File: config.mk
export PLATFORM = sky130hd
export DESIGN_NAME = switch_mcu_rf_arbiter_flat
export DESIGN_NICKNAME = d
export VERILOG_FILES = /design/src/rtl/switch_mcu_rf_arbiter_pkg.sv /design/src/rtl/switch_mcu_rf_arbiter_if.sv /design/src/rtl/switch_mcu_rf_arbiter_rr_arb.sv /design/src/rtl/switch_mcu_rf_arbiter.sv /design/src/flat_wrapper.sv
export SDC_FILE = /design/constraint.sdc
export NUM_CORES = 1
export LEC_CHECK = 0
export ABC_AREA = 0
export CAP_MARGIN = 20
export CORE_AREA = 2 2 150 152
export CTS_BUF_LIST = sky130_fd_sc_hd__clkbuf_16
export CTS_CLUSTER_DIAMETER = 80
export CTS_CLUSTER_SIZE = 40
export DETAILED_ROUTE_END_ITERATION = 6
export DIE_AREA = 0 0 152 154
export GPL_TIMING_DRIVEN = 1
export MAX_ROUTING_LAYER = met4
export PLACE_DENSITY = 0.74
export SETUP_SLACK_MARGIN = 0.02
export SLEW_MARGIN = 20
export SYNTH_ARGS = -nofsm -noshare
export SYNTH_HDL_FRONTEND = slang
export SYNTH_HIERARCHICAL = 1
export SYNTH_SLANG_ARGS = --single-unit
File: constraint.sdc
create_clock -name in_clk -period 4.7 [get_ports in_clk]
set_input_delay 0.47 -clock in_clk [delete_from_list [all_inputs] [get_ports in_clk]]
set_output_delay 0.47 -clock in_clk [all_outputs]
set_load 0.02 [all_outputs]
File: src/rtl/switch_mcu_rf_arbiter_pkg.sv
// Shared defaults and types for the switch_mcu register-file arbiter.
// Optional macro SWITCH_MCU_RF_BYPASS_EN (see switch_mcu_rf_arbiter.sv).
package switch_mcu_rf_pkg;
  localparam int unsigned NUM_REQ_DEF = 4;
  localparam int unsigned AW_DEF      = 5;
  localparam int unsigned DW_DEF      = 32;

  localparam logic [AW_DEF-1:0] REG_ZERO = '0;

  // Where a read port's returned data comes from in the final pipeline stage.
  typedef enum logic [1:0] {
    SRC_IDLE,
    SRC_RF,
    SRC_ZERO,
    SRC_BYP
  } rsrc_e;
endpackage

File: src/rtl/switch_mcu_rf_arbiter_if.sv
// Bundles the requester-side and regfile-side signals of the register-file arbiter.
interface switch_mcu_rf_arbiter_if #(
  parameter int unsigned NUM_REQ = 4,
  parameter int unsigned AW      = 5,
  parameter int unsigned DW      = 32
);
  logic [NUM_REQ-1:0]    in_req_ren;
  logic [NUM_REQ*AW-1:0] in_req_raddr_1;
  logic [NUM_REQ*AW-1:0] in_req_raddr_2;
  logic [NUM_REQ-1:0]    in_req_wen;
  logic [NUM_REQ*AW-1:0] in_req_waddr;
  logic [NUM_REQ*DW-1:0] in_req_wdata;
  logic [NUM_REQ-1:0]    out_gnt_r;
  logic [NUM_REQ-1:0]    out_gnt_w;
  logic [NUM_REQ-1:0]    out_rvalid;
  logic [DW-1:0]         out_rdata_1;
  logic [DW-1:0]         out_rdata_2;
  logic                  out_rf_ren;
  logic [AW-1:0]         out_rf_raddr_1;
  logic [AW-1:0]         out_rf_raddr_2;
  logic [DW-1:0]         in_rf_rdata_1;
  logic [DW-1:0]         in_rf_rdata_2;
  logic                  out_rf_wen;
  logic [AW-1:0]         out_rf_waddr;
  logic [DW-1:0]         out_rf_wdata;

  modport slave (
    input  in_req_ren, in_req_raddr_1, in_req_raddr_2,
    input  in_req_wen, in_req_waddr, in_req_wdata,
    input  in_rf_rdata_1, in_rf_rdata_2,
    output out_gnt_r, out_gnt_w, out_rvalid, out_rdata_1, out_rdata_2,
    output out_rf_ren, out_rf_raddr_1, out_rf_raddr_2,
    output out_rf_wen, out_rf_waddr, out_rf_wdata
  );

  modport master (
    output in_req_ren, in_req_raddr_1, in_req_raddr_2,
    output in_req_wen, in_req_waddr, in_req_wdata,
    output in_rf_rdata_1, in_rf_rdata_2,
    input  out_gnt_r, out_gnt_w, out_rvalid, out_rdata_1, out_rdata_2,
    input  out_rf_ren, out_rf_raddr_1, out_rf_raddr_2,
    input  out_rf_wen, out_rf_waddr, out_rf_wdata
  );
endinterface

File: src/rtl/switch_mcu_rf_arbiter_rr_arb.sv
// Round-robin arbiter: combinational one-hot grant, search starts at the pointer,
// pointer moves one past the winner.
module switch_mcu_rr_arb #(
  parameter int unsigned N = 4
) (
  input  logic         in_clk,
  input  logic         in_rst,
  input  logic [N-1:0] in_req,
  output logic [N-1:0] out_gnt
);
  localparam int unsigned PW = (N > 1) ? $clog2(N) : 1;

  logic [PW-1:0] ptr;
  logic [PW-1:0] ptr_nxt;
  logic [PW-1:0] idx;
  logic          hit;

  always_comb begin
    out_gnt = '0;
    ptr_nxt = ptr;
    idx     = '0;
    hit     = 1'b0;
    for (int unsigned k = 0; k < N; k++) begin
      idx = PW'((32'(ptr) + k) % N);
      if (!in_rst && !hit && in_req[idx]) begin
        hit          = 1'b1;
        out_gnt[idx] = 1'b1;
        ptr_nxt      = (idx == PW'(N - 1)) ? '0 : idx + 1'b1;
      end
    end
  end

  always_ff @(posedge in_clk or posedge in_rst) begin
    if (in_rst) ptr <= '0;
    else        ptr <= ptr_nxt;
  end
endmodule

File: src/rtl/switch_mcu_rf_arbiter.sv
// Shares regfile read ports 1/2 and the write port among NUM_REQ ex units.
// Define SWITCH_MCU_RF_BYPASS_EN to forward a same-time write into the read return.
module switch_mcu_rf_arbiter
  import switch_mcu_rf_pkg::*;
#(
  parameter int unsigned NUM_REQ = NUM_REQ_DEF,
  parameter int unsigned AW      = AW_DEF,
  parameter int unsigned DW      = DW_DEF
) (
  input logic                    in_clk,
  input logic                    in_rst,
  switch_mcu_rf_arbiter_if.slave bus
);
  logic [NUM_REQ-1:0] gnt_r, gnt_w;
  logic [AW-1:0]      sel_ra_1, sel_ra_2, sel_wa;
  logic [DW-1:0]      sel_wd;
  logic               w_ok;

  logic               s1_ren;
  logic [NUM_REQ-1:0] s1_owner;
  logic [AW-1:0]      s1_ra_1, s1_ra_2;
  logic               wr_en;
  logic [AW-1:0]      wr_addr;
  logic [DW-1:0]      wr_data;

  logic [NUM_REQ-1:0] s2_owner;
  rsrc_e              s2_src_1, s2_src_2;
  logic [DW-1:0]      s2_byp_data;
  logic               byp_1, byp_2;

  function automatic rsrc_e src_sel(input logic ren, input logic zero, input logic byp);
    if (!ren) return SRC_IDLE;
    if (zero) return SRC_ZERO;
    if (byp)  return SRC_BYP;
    return SRC_RF;
  endfunction

  switch_mcu_rr_arb #(.N(NUM_REQ)) u_arb_r (
    .in_clk  (in_clk),
    .in_rst  (in_rst),
    .in_req  (bus.in_req_ren),
    .out_gnt (gnt_r)
  );

  switch_mcu_rr_arb #(.N(NUM_REQ)) u_arb_w (
    .in_clk  (in_clk),
    .in_rst  (in_rst),
    .in_req  (bus.in_req_wen),
    .out_gnt (gnt_w)
  );

  // Grants are one-hot, so an OR of masked slices is the selected requester's field.
  always_comb begin
    sel_ra_1 = '0;
    sel_ra_2 = '0;
    sel_wa   = '0;
    sel_wd   = '0;
    for (int unsigned i = 0; i < NUM_REQ; i++) begin
      if (gnt_r[i]) begin
        sel_ra_1 = sel_ra_1 | bus.in_req_raddr_1[i*AW +: AW];
        sel_ra_2 = sel_ra_2 | bus.in_req_raddr_2[i*AW +: AW];
      end
      if (gnt_w[i]) begin
        sel_wa = sel_wa | bus.in_req_waddr[i*AW +: AW];
        sel_wd = sel_wd | bus.in_req_wdata[i*DW +: DW];
      end
    end
  end

  assign w_ok = (|gnt_w) && (sel_wa != AW'(REG_ZERO));

`ifdef SWITCH_MCU_RF_BYPASS_EN
  assign byp_1 = wr_en && (wr_addr == s1_ra_1);
  assign byp_2 = wr_en && (wr_addr == s1_ra_2);
`else
  assign byp_1 = 1'b0;
  assign byp_2 = 1'b0;
`endif

  always_ff @(posedge in_clk or posedge in_rst) begin
    if (in_rst) begin
      s1_ren      <= 1'b0;
      s1_owner    <= '0;
      s1_ra_1     <= '0;
      s1_ra_2     <= '0;
      wr_en       <= 1'b0;
      wr_addr     <= '0;
      wr_data     <= '0;
      s2_owner    <= '0;
      s2_src_1    <= SRC_IDLE;
      s2_src_2    <= SRC_IDLE;
      s2_byp_data <= '0;
    end else begin
      s1_ren      <= |gnt_r;
      s1_owner    <= gnt_r;
      s1_ra_1     <= sel_ra_1;
      s1_ra_2     <= sel_ra_2;
      wr_en       <= w_ok;
      wr_addr     <= w_ok ? sel_wa : '0;
      wr_data     <= w_ok ? sel_wd : '0;
      s2_owner    <= s1_owner;
      s2_src_1    <= src_sel(s1_ren, s1_ra_1 == AW'(REG_ZERO), byp_1);
      s2_src_2    <= src_sel(s1_ren, s1_ra_2 == AW'(REG_ZERO), byp_2);
      s2_byp_data <= wr_data;
    end
  end

  // The regfile answers one cycle after out_rf_ren, so the return mux sits after the stage-2 flops.
  always_comb begin
    case (s2_src_1)
      SRC_RF:  bus.out_rdata_1 = bus.in_rf_rdata_1;
      SRC_BYP: bus.out_rdata_1 = s2_byp_data;
      default: bus.out_rdata_1 = '0;
    endcase
    case (s2_src_2)
      SRC_RF:  bus.out_rdata_2 = bus.in_rf_rdata_2;
      SRC_BYP: bus.out_rdata_2 = s2_byp_data;
      default: bus.out_rdata_2 = '0;
    endcase
  end

  assign bus.out_gnt_r      = gnt_r;
  assign bus.out_gnt_w      = gnt_w;
  assign bus.out_rvalid     = s2_owner;
  assign bus.out_rf_ren     = s1_ren;
  assign bus.out_rf_raddr_1 = s1_ra_1;
  assign bus.out_rf_raddr_2 = s1_ra_2;
  assign bus.out_rf_wen     = wr_en;
  assign bus.out_rf_waddr   = wr_addr;
  assign bus.out_rf_wdata   = wr_data;
endmodule
File: src/flat_wrapper.sv
// flat-port wrapper written by rule: the top's interface ports become plain ports
module switch_mcu_rf_arbiter_flat import switch_mcu_rf_pkg::*;
#(
  parameter int unsigned NUM_REQ = NUM_REQ_DEF,
  parameter int unsigned AW      = AW_DEF,
  parameter int unsigned DW      = DW_DEF
)
  (in_clk, in_rst, bus_in_req_ren, bus_in_req_raddr_1, bus_in_req_raddr_2, bus_in_req_wen, bus_in_req_waddr, bus_in_req_wdata, bus_in_rf_rdata_1, bus_in_rf_rdata_2, bus_out_gnt_r, bus_out_gnt_w, bus_out_rvalid, bus_out_rdata_1, bus_out_rdata_2, bus_out_rf_ren, bus_out_rf_raddr_1, bus_out_rf_raddr_2, bus_out_rf_wen, bus_out_rf_waddr, bus_out_rf_wdata);
  switch_mcu_rf_arbiter_if #(.NUM_REQ(NUM_REQ), .AW(AW), .DW(DW)) bus_i ();
  input logic in_clk;
  input logic in_rst;
  input wire logic [$bits(bus_i.in_req_ren)-1:0] bus_in_req_ren;
  input wire logic [$bits(bus_i.in_req_raddr_1)-1:0] bus_in_req_raddr_1;
  input wire logic [$bits(bus_i.in_req_raddr_2)-1:0] bus_in_req_raddr_2;
  input wire logic [$bits(bus_i.in_req_wen)-1:0] bus_in_req_wen;
  input wire logic [$bits(bus_i.in_req_waddr)-1:0] bus_in_req_waddr;
  input wire logic [$bits(bus_i.in_req_wdata)-1:0] bus_in_req_wdata;
  input wire logic [$bits(bus_i.in_rf_rdata_1)-1:0] bus_in_rf_rdata_1;
  input wire logic [$bits(bus_i.in_rf_rdata_2)-1:0] bus_in_rf_rdata_2;
  output wire logic [$bits(bus_i.out_gnt_r)-1:0] bus_out_gnt_r;
  output wire logic [$bits(bus_i.out_gnt_w)-1:0] bus_out_gnt_w;
  output wire logic [$bits(bus_i.out_rvalid)-1:0] bus_out_rvalid;
  output wire logic [$bits(bus_i.out_rdata_1)-1:0] bus_out_rdata_1;
  output wire logic [$bits(bus_i.out_rdata_2)-1:0] bus_out_rdata_2;
  output wire logic [$bits(bus_i.out_rf_ren)-1:0] bus_out_rf_ren;
  output wire logic [$bits(bus_i.out_rf_raddr_1)-1:0] bus_out_rf_raddr_1;
  output wire logic [$bits(bus_i.out_rf_raddr_2)-1:0] bus_out_rf_raddr_2;
  output wire logic [$bits(bus_i.out_rf_wen)-1:0] bus_out_rf_wen;
  output wire logic [$bits(bus_i.out_rf_waddr)-1:0] bus_out_rf_waddr;
  output wire logic [$bits(bus_i.out_rf_wdata)-1:0] bus_out_rf_wdata;
  assign bus_i.in_req_ren = bus_in_req_ren;
  assign bus_i.in_req_raddr_1 = bus_in_req_raddr_1;
  assign bus_i.in_req_raddr_2 = bus_in_req_raddr_2;
  assign bus_i.in_req_wen = bus_in_req_wen;
  assign bus_i.in_req_waddr = bus_in_req_waddr;
  assign bus_i.in_req_wdata = bus_in_req_wdata;
  assign bus_i.in_rf_rdata_1 = bus_in_rf_rdata_1;
  assign bus_i.in_rf_rdata_2 = bus_in_rf_rdata_2;
  assign bus_out_gnt_r = bus_i.out_gnt_r;
  assign bus_out_gnt_w = bus_i.out_gnt_w;
  assign bus_out_rvalid = bus_i.out_rvalid;
  assign bus_out_rdata_1 = bus_i.out_rdata_1;
  assign bus_out_rdata_2 = bus_i.out_rdata_2;
  assign bus_out_rf_ren = bus_i.out_rf_ren;
  assign bus_out_rf_raddr_1 = bus_i.out_rf_raddr_1;
  assign bus_out_rf_raddr_2 = bus_i.out_rf_raddr_2;
  assign bus_out_rf_wen = bus_i.out_rf_wen;
  assign bus_out_rf_waddr = bus_i.out_rf_waddr;
  assign bus_out_rf_wdata = bus_i.out_rf_wdata;
  switch_mcu_rf_arbiter #(.NUM_REQ(NUM_REQ), .AW(AW), .DW(DW)) u_core (.in_clk(in_clk), .in_rst(in_rst), .bus(bus_i));
endmodule
==> results summary <==
STA classifies the critical path endpoint as an output port. The part of the power in registers came out at 0.246. The power density over the cells is 579.7 nW/um^2. The max-cap check violation count is 0.

The global placement routability congestion is 0.8987. The cell area after layout is 10,340 um^2. The maximum fanout encountered on the critical timing path is 30.

The count of buffers added by post-CTS timing repair for setup came out at 0. The final number of setup-violating endpoints came out at 0. The worst relative slew slack is 0.3211.

The number of buffers inserted during clock tree synthesis is 9. The total instance count after detailed placement is 1,163. In the routed design, unresolved DRC markers number 0. The leakage power summed over all cells came out at 0.004005 uW. The post-detailed-routing wire length came out at 24,240 um. The overall die area is 23,410 um^2.

The worst setup path is launched from a flop. The number of slew-limit violations in the final report came to 0. The wire length of the first global-routing pass came out at 36,840 um. The worst setup skew after layout came out at 0.005865 ns. The analysis attributes to net switching a power of 2699 uW. The cell-internal power came out at 3296 uW.

The worst min-delay path category is flop to flop. Setup total negative slack on the finished layout was measured at 0 ns. Before antenna repair, the detailed router went through 5 iterations. The non-filler instance count after layout is 1,179. Of all flip-flops after synthesis, the portion carrying an async set or reset was 1.000. The slew at the pin with the worst max-slew slack is 1.018 ns.

The number of vias after detailed routing is 5,924. The most instantiated flip-flop cell in the synthesis netlist is dfrtp_1. For this run, the total global-route usage over all layers was measured as 0.2078. The number of buffers between clock root and the deepest sink is 2. During I/O placement, the number of pins put on the boundary was 387. The count of input and output buffers came out at 386. Setup repair after global routing left no endpoint under its margin. The instance area at placement is 10,050 um^2. STA puts the critical path data required time at 4.23 ns.

The Yosys step of the flow raised 6 warnings. The share of synthesized area occupied by flip-flops and latches came out at 0.4090. The standard-cell row count came out at 54. The total power of the final layout came out at 5994 uW. The horizontal extent of the die is 152 um. In this run the critical register-to-register path is launched from u_core/u_arb_w/ptr[0]. The number of antenna violations at the first check in global routing is 0.

The die outline height is 154 um. The worst-case vdd ir drop came out at 0.6369 mV. The share of power burned in combinational logic is 0.633. The synthesized flop and latch total is 97.

The arrival time of the worst setup path is 3.94 ns. The clock-pin slew reported for the worst setup and hold paths after clock tree synthesis came out at 0.07 ns. The maximum level of the CTS H-tree came out at 3. The HPWL after detailed placement came out at 19,460 um. The gate count after technology mapping came out at 530. The clock network power share is 0.121. The share of cells above drive strength 1 is 0.1057. The synthesized area per cell came out at 11.20 um^2. The mapped netlist covers 5934 um^2. The number of distinct library cell variants in the gate-level netlist after synthesis came out at 41. TritonCTS built the clock tree.

The most critical setup path has its startpoint at u_core/u_arb_w/ptr[0]. The count of antenna-violating nets left after detailed routing came out at 0. The number of enable-type register cells in the synthesized netlist is 0. The root buffer cell chosen for the clock tree is clkbuf_16. The critical path in this run is classified as flop to output port. The total clock sinks is 97. The number of DRC violations after detailed-routing iteration 0 is 465. The final antenna diode count is 0. The clock latency at the later pin of the worst-skew pair is 0.34 ns.

The run finished with clean final reports. The initial standard-cell utilization of the core is 0.2736. The final count of hold timing violations came to 0. The total overflow left after global routing is 0. The average wire length per cell after detail routing came out at 20.56 um. Of the total power, the share spent switching nets is 0.4502.

The number of nets at the end of the flow is 1,164. The signed area change from the synthesized netlist to the final layout is 74.24%. Of the available clock period, the critical path in the final layout requires 0.9387. The maximum number of pins on one net before global-route repair came out at 63.

The worst path in the final design needs a cycle of 4.412 ns, including I/O delays and setup. In the routed layout, each cell is associated on average with a via count of 5.025. The maximum frequency from static timing analysis came out at 226.7 MHz. The core box area came out at 21,690 um^2. The number of global-route vias before repair came out at 6,102. The number of nets in the synthesized netlist is 800. In this run the most critical hold path is launched from u_core/s1_owner[0].
## Yosys cell counts (3+ instances only)
| cell | count | area [um^2] |
|---|---|---|
| inv_1 | 7 | 26.28 |
| a22oi_2 | 3 | 37.54 |
| a221oi_1 | 32 | 280.3 |
| ha_1 | 8 | 100.1 |
| nand2_1 | 13 | 48.80 |
| mux2i_1 | 72 | 720.7 |
| a21oi_1 | 7 | 35.03 |
| mux4_2 | 8 | 180.2 |
| nor2b_1 | 72 | 450.4 |
| nand2b_1 | 4 | 25.02 |
| a22o_1 | 33 | 289.0 |
| nor2_1 | 8 | 30.03 |
| buf_2 | 13 | 65.06 |
| buf_6 | 9 | 101.4 |
| a21oi_2 | 29 | 254.0 |
| o21ai_0 | 8 | 40.04 |
| or4_1 | 3 | 22.52 |
| dfrtp_1 | 97 | 2427 |
| clkbuf_1 | 24 | 90.09 |
| a22oi_1 | 42 | 315.3 |
## cells in the final DEF (no fill, tap or decap), types with 2 or more instances in the layout
| master | n |
|---|---|
| clkdlybuf4s50_1 | 386 |
| ha_1 | 8 |
| clkbuf_16 | 9 |
| mux2_4 | 2 |
| nor2b_1 | 72 |
| o22a_4 | 2 |
| a211oi_2 | 2 |
| a22oi_2 | 3 |
| clkinv_2 | 3 |
| or4_1 | 3 |
| inv_1 | 7 |
| o21ai_0 | 5 |
| xnor2_1 | 2 |
| a221oi_1 | 32 |
| nor4_1 | 2 |
| nand2_1 | 13 |
| nand2_2 | 2 |
| nand2b_1 | 4 |
| a211oi_1 | 2 |
| buf_4 | 12 |
| a22o_1 | 33 |
| or2_2 | 2 |
| mux4_2 | 8 |
| o21ai_4 | 4 |
| mux2_2 | 2 |
| dfrtp_2 | 3 |
| nor2_1 | 8 |
| nor3b_2 | 2 |
| mux2i_1 | 72 |
| nor3_1 | 2 |
| a21oi_1 | 7 |
| o211ai_2 | 2 |
| o2111ai_1 | 2 |
| a21oi_2 | 29 |
| dfrtp_1 | 94 |
| mux2_1 | 2 |
| a22oi_1 | 42 |
| or3b_1 | 2 |
| and2_1 | 2 |
## repair_timing
item,4_1_cts,5_1_grt
resized for setup,0,1
endpoints found under the hold margin,0,0
endpoints found under the setup margin,0,1
hold buffers,0,0
## sequential cells by signal, indices dropped and copies added, names as in the netlist, 4 cells and up
register and cells:
u_core/bus.out_rf_raddr_1 5, u_core/bus.out_rf_wdata 32, u_core/s1_owner 4, u_core/bus.out_rvalid 4
u_core/s2_byp_data 32, u_core/bus.out_rf_waddr 5, u_core/bus.out_rf_raddr_2 5
## final timing paths
check                                              end  slack [ns]  cells after the start
max in group asynchronous   u_core/bus.out_rf_wdata[4]        2.85                      3
min                           u_core/bus.out_rvalid[0]        0.35                      0
min in group asynchronous        u_core/u_arb_r/ptr[0]        0.61                      2
max                                   bus_out_gnt_w[0]        0.29                      7
max reg2reg                u_core/bus.out_rf_wdata[22]        0.82                     12
min reg2reg                   u_core/bus.out_rvalid[0]        0.35                      0
## power by group through the flow
stage                     clock network, uW  registers (uW)  logic [uW]
after floorplan                           0            1400        2460
after global placement                    0            1490        3750
after detailed placement                  0            1500        3790
after CTS                               749            1490        3800
after global routing                    783            1520        4070
final                                   724            1480        3790
## cell type report
class	instances	area, um^2
Timing Repair Buffer	399	3974
Fill cell	2003	11350
Multi-Input combinational cell	379	3266
Clock inverter	7	61.31
Inverter	8	32.53
Tap cell	280	350.3
Clock buffer	9	225.2
Sequential cell	97	2431
## critical path: stages, from the launching register on
cell and delay [ns]:
dfrtp_2 0.53, inv_1 0.14, ha_1 0.49, mux4_2 0.65, nor3_1 0.46, a22oi_1 0.20
o21ai_4 0.37, clkdlybuf4s50_1 0.76
## metrics by stage
stage          setup WS, ns  utilization  hold WS, ns
4_1_cts              0.1527       0.4767       0.3526
6_report             0.2881       0.4768       0.3500
3_3_place_gp         0.6776       0.4635       0.3318
5_1_grt             0.09902       0.4768       0.3647
3_5_place_dp         0.5468       0.4635       0.3371
2_1_floorplan         1.127            -       0.2112
## kinds of logic (layout without fill, tap and decap cells)
group,Yosys count,after routing,share of synthesized area
AO/OA/AOI/OAI,168,168,0.2404
XOR/XNOR,2,2,0.002952
adder cells (fa/ha/maj),8,8,0.01687
buffers and inverters,54,423,0.04828
flip-flops,97,97,0.4090
multiplexers,86,86,0.1645
AND/OR/NAND/NOR,115,115,0.1181
## metal layers
| layer | vias to the layer above | GRT usage | part of all wire | wire length, um |
|---|---|---|---|---|
| li1 | 2731 | - | - | - |
| met1 | 2870 | 0.2600 | 0.41 | 10060 |
| met2 | 282 | 0.3383 | 0.49 | 11950 |
| met3 | 41 | 0.04030 | 0.068 | 1641 |
| met4 | 0 | 0.06987 | 0.024 | 584 |
| met5 | - | - | 0 | 0 |
(Power assumes the default switching activity.)
==> RTL edit: new RTL, same flow settings <==
Set the package constant `NUM_REQ_DEF` to 2 (it was 4).
--- a/src/rtl/switch_mcu_rf_arbiter_pkg.sv
+++ b/src/rtl/switch_mcu_rf_arbiter_pkg.sv
@@ -3,3 +3,3 @@
 package switch_mcu_rf_pkg;
-  localparam int unsigned NUM_REQ_DEF = 4;
+  localparam int unsigned NUM_REQ_DEF = 2;
   localparam int unsigned AW_DEF      = 5;
Interface: changed (9 resized); port bits go from 387 to 283. No check against the original RTL was run, so the function may have changed too.
==> RTL edit against the original RTL <==
- power fell by 64%
- critical path depth shrank 3
- via count is 35% lower
- clock skew rose by 0.0020 ns
- final area is 26% lower
- non-clock buffer count decreased by 111
- routed wire length decreased by 33%
- largest power group is now registers
- largest cell class unchanged
- sequential cell count is 6 lower
- final cell count fell by 23%
- area after synthesis is 28% lower
- setup slack better by 1.1 ns
- count of clock-buffer cells in the layout did not move
==> RTL edit: results (changes against the original RTL) <==
<table>
<tr><th>Metric</th><th>Value</th></tr>
<tr><th colspan="2">Finish</th></tr>
<tr><td>NumNets Final</td><td>790 (-32%)</td></tr>
<tr><td>Ratio of cells with drive above 1 in the final layout</td><td>6.34% (-4.2 points)</td></tr>
<tr><th colspan="2">Global routing</th></tr>
<tr><td>Wire length of the first global-routing pass</td><td>24.4 mm (-34%)</td></tr>
<tr><td>Global-route usage over all layers</td><td>14.1% (-6.7 points)</td></tr>
<tr><td>Number of global-route vias before repair</td><td>4112 (-33%)</td></tr>
<tr><td>Maximum number of pins on one net before global-route repair</td><td>62 (-1.6%)</td></tr>
<tr><td>GR Layer Usage met2</td><td>23.1% (-11 points)</td></tr>
<tr><th colspan="2">Worst setup path</th></tr>
<tr><td>Highest net fanout along the worst path</td><td>13 (-57%)</td></tr>
<tr><td>Worst Path Arrival</td><td>2.80 ns (-1.14 ns)</td></tr>
<tr><td>Flop-to-flop setup slack</td><td>2.90 ns (+2.08 ns)</td></tr>
<tr><td>Endpoint of the worst register-to-register path</td><td>u_core/bus.out_rf_wdata[7]</td></tr>
<tr><td>Critical Path Slowest Stage Cell</td><td>a21oi_1</td></tr>
<tr><th colspan="2">Status</th></tr>
<tr><td>Status</td><td>finished clean</td></tr>
<tr><th colspan="2">Synth</th></tr>
<tr><td>Mux cell area share after synthesis</td><td>15.6% (-0.88 points)</td></tr>
<tr><td>Sequential area share after synthesis</td><td>53.7% (+13 points)</td></tr>
<tr><td>Arithmetic-cell share of the synthesized area counting full adders, half adders and majority gates</td><td>0% (-1.7 points)</td></tr>
<tr><td>Nets in the synthesized netlist</td><td>521 (-35%)</td></tr>
<tr><td>Unique masters post-synth</td><td>23 (-44%)</td></tr>
<tr><th colspan="2">Power</th></tr>
<tr><td>Int Power</td><td>1560 uW (-53%)</td></tr>
<tr><td>Standby leakage power</td><td>0.00302 uW (-25%)</td></tr>
<tr><td>Largest vdd supply drop</td><td>144 uV (-77%)</td></tr>
<tr><th colspan="2">Timing</th></tr>
<tr><td>Post-Route Hold Slack</td><td>0.350 ns (+0.0000900 ns)</td></tr>
<tr><th colspan="2">Placement</th></tr>
<tr><td>Port Buffers</td><td>282 (-27%)</td></tr>
<tr><td>Dpl hpwl</td><td>12.2 mm (-37%)</td></tr>
<tr><td>Placer's final routability congestion estimate</td><td>0.843 (-6.2%)</td></tr>
<tr><th colspan="2">Route</th></tr>
<tr><td>Drt initial violations</td><td>185 (-60%)</td></tr>
<tr><td>Metal-1 WL</td><td>7.00 mm (-30%)</td></tr>
<tr><td>Via density</td><td>4.21 (-16%)</td></tr>
<tr><td>Number of iterations in the first detailed-routing pass</td><td>4 (-1)</td></tr>
<tr><td>Average wire per cell in the routed design</td><td>17.8 um (-14%)</td></tr>
<tr><th colspan="2">Hold path</th></tr>
<tr><td>WHS Endpoint</td><td>u_core/bus.out_rvalid[1]</td></tr>
</table>
-- RTL edit: cell count changes after synthesis, moves of 8 or more --
cell	unedited run	this run
clkbuf_1	24	12
o21ai_0	8	0
a22o_1	33	14
a221oi_1	32	0
ha_1	8	0
nand2_1	13	1
a21oi_2	29	5
mux4_2	8	0
a22oi_1	42	32
a21oi_1	7	29
-- RTL edit: power groups by stage --
stage	sequential, uW	combinational [uW]	clock [uW]
after global placement	905	562	0
after CTS	892	569	748
after global routing	899	604	780
final	889	568	723
after floorplan	887	253	0
after detailed placement	907	567	0
-- RTL edit: how the worst max path moves through the flow --
| stage | depth (start not counted) | endpoint | slack [ns] | from |
|---|---|---|---|---|
| after floorplan | 1 | u_core/bus.out_rf_raddr_1[0] | 1.92 | in_rst |
| after global placement | 4 | bus_out_gnt_r[0] | 1.58 | in_rst |
| after detailed placement | 4 | bus_out_gnt_r[0] | 1.46 | in_rst |
| after CTS | 4 | bus_out_gnt_r[0] | 1.46 | in_rst |
| after global routing | 4 | bus_out_gnt_r[0] | 1.25 | in_rst |
| final | 4 | bus_out_gnt_r[0] | 1.43 | in_rst |
-- RTL edit: layout make-up --
type / instances / area [sq um]
tap: 280 / 350
inverter: 5 / 21.3
timing repair buffer: 288 / 2910
clock inverter: 7 / 70.1
multi-input combinational: 231 / 1800
fill: 2131 / 14000
clock buffer: 9 / 225
sequential: 91 / 2280
-- RTL edit: stage by stage --
step	cells	setup slack (ns)	area (sq um)	util, %
finish	911	1.43	7660	35.3
global route	911	1.25	7660	35.3
CTS	909	1.46	7600	35.1
detailed placement	893	1.46	7310	33.7
global placement	893	1.58	7310	33.7
floorplan	357	1.92	4240	-
-- RTL edit: critical path: cells and delay by family --
kind | cells | cell delay [ns]
simple gates | 1 | 0.24
compound gates | 1 | 0.77
buf+inv | 2 | 1.32
